`src/rtl/memory_in.sv`:
```
// Single-port sample buffer for the regression datapath: byte-wide, write-first,
// registered read port; asynchronous active-low reset clears every stored word.
module memory_in #(
  parameter int DATA_W = 8,
  parameter int ADDR_W = 6,
  parameter int DEPTH  = 2 ** ADDR_W
) (
  input  logic              clk,
  input  logic              rst_n,
  input  logic [DATA_W-1:0] data,
  input  logic [ADDR_W-1:0] addr,
  input  logic              wr,
  output logic [DATA_W-1:0] out
);

  logic [DATA_W-1:0] mem [DEPTH];
  logic              in_range;

  // Only reachable when DEPTH < 2**ADDR_W; such writes drop and reads return 0.
  assign in_range = (32'(addr) < 32'(DEPTH));

  always_ff @(posedge clk or negedge rst_n) begin
    if (!rst_n) begin
      for (int i = 0; i < DEPTH; i++) mem[i] <= '0;
      out <= '0;
    end else if (wr) begin
      if (in_range) mem[addr] <= data;
      out <= data;
    end else begin
      // An X on wr lands here, so an undefined enable behaves as a read.
      out <= in_range ? mem[addr] : '0;
    end
  end

endmodule

```
`config.mk`:
```
export PLATFORM = sky130hd
export DESIGN_NAME = memory_in
export DESIGN_NICKNAME = d
export VERILOG_FILES = /design/src/rtl/memory_in.sv
export SDC_FILE = /design/constraint.sdc
export NUM_CORES = 1
export LEC_CHECK = 0
export CORE_ASPECT_RATIO = 0.6
export CORE_MARGIN = 8
export CORE_UTILIZATION = 40
export CTS_CLUSTER_DIAMETER = 50
export DETAILED_ROUTE_END_ITERATION = 12
export GPL_ROUTABILITY_DRIVEN = 0
export SETUP_SLACK_MARGIN = 0.2
export SKIP_LAST_GASP = 1
export SYNTH_ARGS = -nofsm -noshare
export SYNTH_HDL_FRONTEND = slang
export SYNTH_SLANG_ARGS = --single-unit
```
`constraint.sdc`:
```
create_clock -name clk -period 3.1 [get_ports clk]
set_input_delay 0.31 -clock clk [delete_from_list [all_inputs] [get_ports clk]]
set_output_delay 0.31 -clock clk [all_outputs]
set_load 0.02 [all_outputs]
```
==> results by group <==
Timing
  • Rel. slew slack: between 40% and 50%
  • Fmax: roughly 410 MHz
  • RSZ-0062 raised after global routing: false
  • Final setup fails: 0
  • Fin crit share: 79.11%
  • Hold Vio Cnt, Final: 0
  • Post-layout min period: 2452 ps
  • Clock Skew: between 15 and 20 ps
  • Min Hold Slack: ~290 ps
  • TNS Setup: 0 ps
  • Max Slew Vio Count: 0
  • Slew at the pin closest to its max-slew limit: 889.0 ps

Final layout
  • Final Util: a little under half
  • Fillers: between 5,000 and 6,000
  • Final Net Count: about 1,800
  • Register area: around 13,000 sq um
  • Multi-input gate area: slightly above 10,000 sq um
  • Synth-to-layout area growth: 13.53%
  • Post-route cell area: about 27,000 sq um
  • Final Non-Filler Cells: about 2,600
  • Fraction of layout cells with a size suffix above 1: 41.39%

Clock tree
  • CTS Root Cell: clkbuf_16
  • Post_cts resized: 0
  • Worst-skew pair later-pin latency: about 610 ps
  • Max H-tree Level: 2
  • Num CTS Buffers: 50
  • TritonCTS clock tree: yes
  • Post-CTS Setup Bufs: 0
  • Reg clk slew, reported paths: roughly 70 ps
  • Longest Clk Path Bufs: 3
  • CTS sink cnt: 520
  • Hold_buf cts: 1

Min path
  • Hold Path Depth: 3
  • Hold worst-path end: out[2]$_DFF_PN0_
  • Worst hold path class: input pin to flop
  • Hold path start: data[2]

Pwr
  • Pwr/cell area: 629.2 nW/um^2
  • Leak Pwr: 12.41 nW
  • Peak VDD IR: between 0.0003 and 0.0004 V

Worst setup path
  • Reg2reg start: mem[211]$_DFFE_PN0P_
  • R2r worst-path depth: 5
  • Critical Path RT: 3570 ps
  • Crit path DAT: 2930 ps
  • Critical path launch point type: input pin
  • Max Fanout on Critical Path: 12
  • Worst setup EP type: flop
  • R2R Setup Slk: approximately 940 ps
  • Reg2reg end: out[3]$_DFF_PN0_
  • WS Path Type: input pin to flop

Synthesis
  • Synth cell types: 58
  • Syn Area/Cell: 13.52 sq um
  • Post-synthesis sequential area ratio: between 50% and 60%
  • Synthesized Nets: ~1,800
  • Async set or reset register ratio after synthesis: 100.0%
  • Netlist Area Pre-Place: around 24,000 sq um
  • Synth Instances: between 1,500 and 2,000
  • EDFF count, synth: 0
  • Yosys warnings: 0
  • Main synth FF type: dfrtp_1
  • Synth Register Bits: between 500 and 600

Placed design
  • # placed instances: approximately 2,500
  • Port buffer count: 24
  • DP Wirelength: approximately 50 mm
  • Placed Area: around 25,000 sq um

Drt
  • Drt wl/cell: ~28 microns
  • Via density: around 6.1
  • Remaining antenna violation count: 0
  • DR vias: about 16,000
  • Routed WL: roughly 75 mm
  • Residual DRC: 0
  • DRT Pass-1 Iters: 5
  • Number of DRC markers in iteration 0: about 2,000

GRT
  • Total GRT Usage: a little over a fifth
  • Initial antenna violation count: 2
  • Grt total ovfl: 0
  • Largest net degree at the start of global routing: 83
  • Vias in the first global route: 16,290
  • First-pass GRT wire length: 112.6 mm

Floorplanning
  • Core area: roughly 59,000 sq um
  • Total Die Area: ~68,000 sq um
  • Die span in x: ~330 microns
  • Die Y: approximately 210 microns
  • Initial Util: approximately 40%
  • Ports: 25
  • Site row count: about 70

Run
  • Number of maximum-capacitance violations: 0

Outcome
  • Status: finished, final reports clean
cells in the final DEF, fill, tap and decap left out, types with 32 or more instances in the layout:
master | Yosys | layout
buf_4 | 18 | 93
mux2i_1 | 77 | 77
nand2_1 | 85 | 85
mux4_2 | 32 | 32
a221oi_1 | 57 | 57
a22oi_1 | 38 | 38
o21ai_0 | 94 | 94
dfrtp_1 | 520 | 520
clkbuf_16 | 0 | 53
nor2_2 | 32 | 33
mux2_2 | 466 | 466
stage by stage:
| step | setup slack [ps] | power [W] |
|---|---|---|
| after global placement | 190.7 | 0.01046 |
| after global routing | 685.5 | 0.01776 |
| after detailed placement | 182.7 | 0.01058 |
| after floorplan | 1150 | 0.009613 |
| final | 647.6 | 0.01707 |
| after CTS | 795.7 | 0.01716 |
critical path, stage by stage:
cell             delay (ps)
clkdlybuf4s50_1         680
buf_4                   290
and3_1                  670
nand2_1                 530
mux2_2                  420
registers in the layout, indices dropped and copies added (netlist names):
register and cells:
mem 512, out 8
synthesized netlist by cell type (5+ instances only):
master / count / area (sq um)
a211oi_1: 7 / 52.55
a21oi_1: 12 / 60.06
a221o_1: 7 / 70.07
a221oi_1: 57 / 499.2
a22o_1: 7 / 61.31
a22oi_1: 38 / 285.3
a31oi_1: 12 / 75.07
a32oi_1: 7 / 61.31
buf_1: 6 / 22.52
buf_2: 24 / 120.1
buf_4: 18 / 135.1
buf_6: 10 / 112.6
clkbuf_1: 75 / 281.5
dfrtp_1: 520 / 13010
mux2_1: 24 / 270.3
mux2_2: 466 / 5248
mux2i_1: 77 / 770.7
mux4_2: 32 / 720.7
nand2_1: 85 / 319.1
nand2_2: 24 / 150.1
nand3_1: 12 / 60.06
nor2_1: 20 / 75.07
nor2_2: 32 / 200.2
nor2b_1: 5 / 31.28
o21ai_0: 94 / 470.5
o22ai_1: 24 / 150.1
o2bb2ai_1: 7 / 61.31
o32a_1: 5 / 50.05
cell families (layout without fill, tap and decap cells):
kind of cell / count (synthesis) / after routing / share of synthesized area (%)
muxes: 599 / 599 / 29.33
buffers and inverters: 140 / 226 / 2.921
other: 0 / 3 / 0
DFF: 520 / 520 / 54.45
AOI/OAI and AO/OA: 295 / 295 / 8.581
and+or+nand+nor: 213 / 213 / 4.717
area by class of cell:
class / count / share of cell area (%)
Sequential cell: 520 / 47.96
Clock buffer: 76 / 5.649
Tap cell: 781 / 3.602
Timing Repair Buffer: 129 / 4.303
Antenna cell: 3 / 0.02767
Multi-Input combinational cell: 1107 / 37.57
Clock inverter: 14 / 0.7886
Inverter: 7 / 0.09684
worst max-delay path by stage:
stage / from / to / slack (ps) / cells after the start
CTS: addr[0] / mem[149]$_DFFE_PN0P_ / 800 / 5
detailed placement: addr[0] / mem[400]$_DFFE_PN0P_ / 180 / 5
global placement: addr[2] / out[1]$_DFF_PN0_ / 190 / 6
global route: addr[2] / out[1]$_DFF_PN0_ / 690 / 8
finish: wr / mem[172]$_DFFE_PN0P_ / 650 / 5
floorplan: addr[0] / out[4]$_DFF_PN0_ / 1150 / 8
per-layer routing:
metal  track usage, %  part of all wire (%)
met2            30.31                    40
met1            33.40                    48
met4            5.010                   2.4
met3            5.896                   9.6
met5                0                 0.012
where the power goes:
part / internal, W / switching (W)
logic: 0.00112 / 0.00123
clock network: 0.00383 / 0.00275
registers: 0.00768 / 0.000461
(Power assumes the default switching activity.)
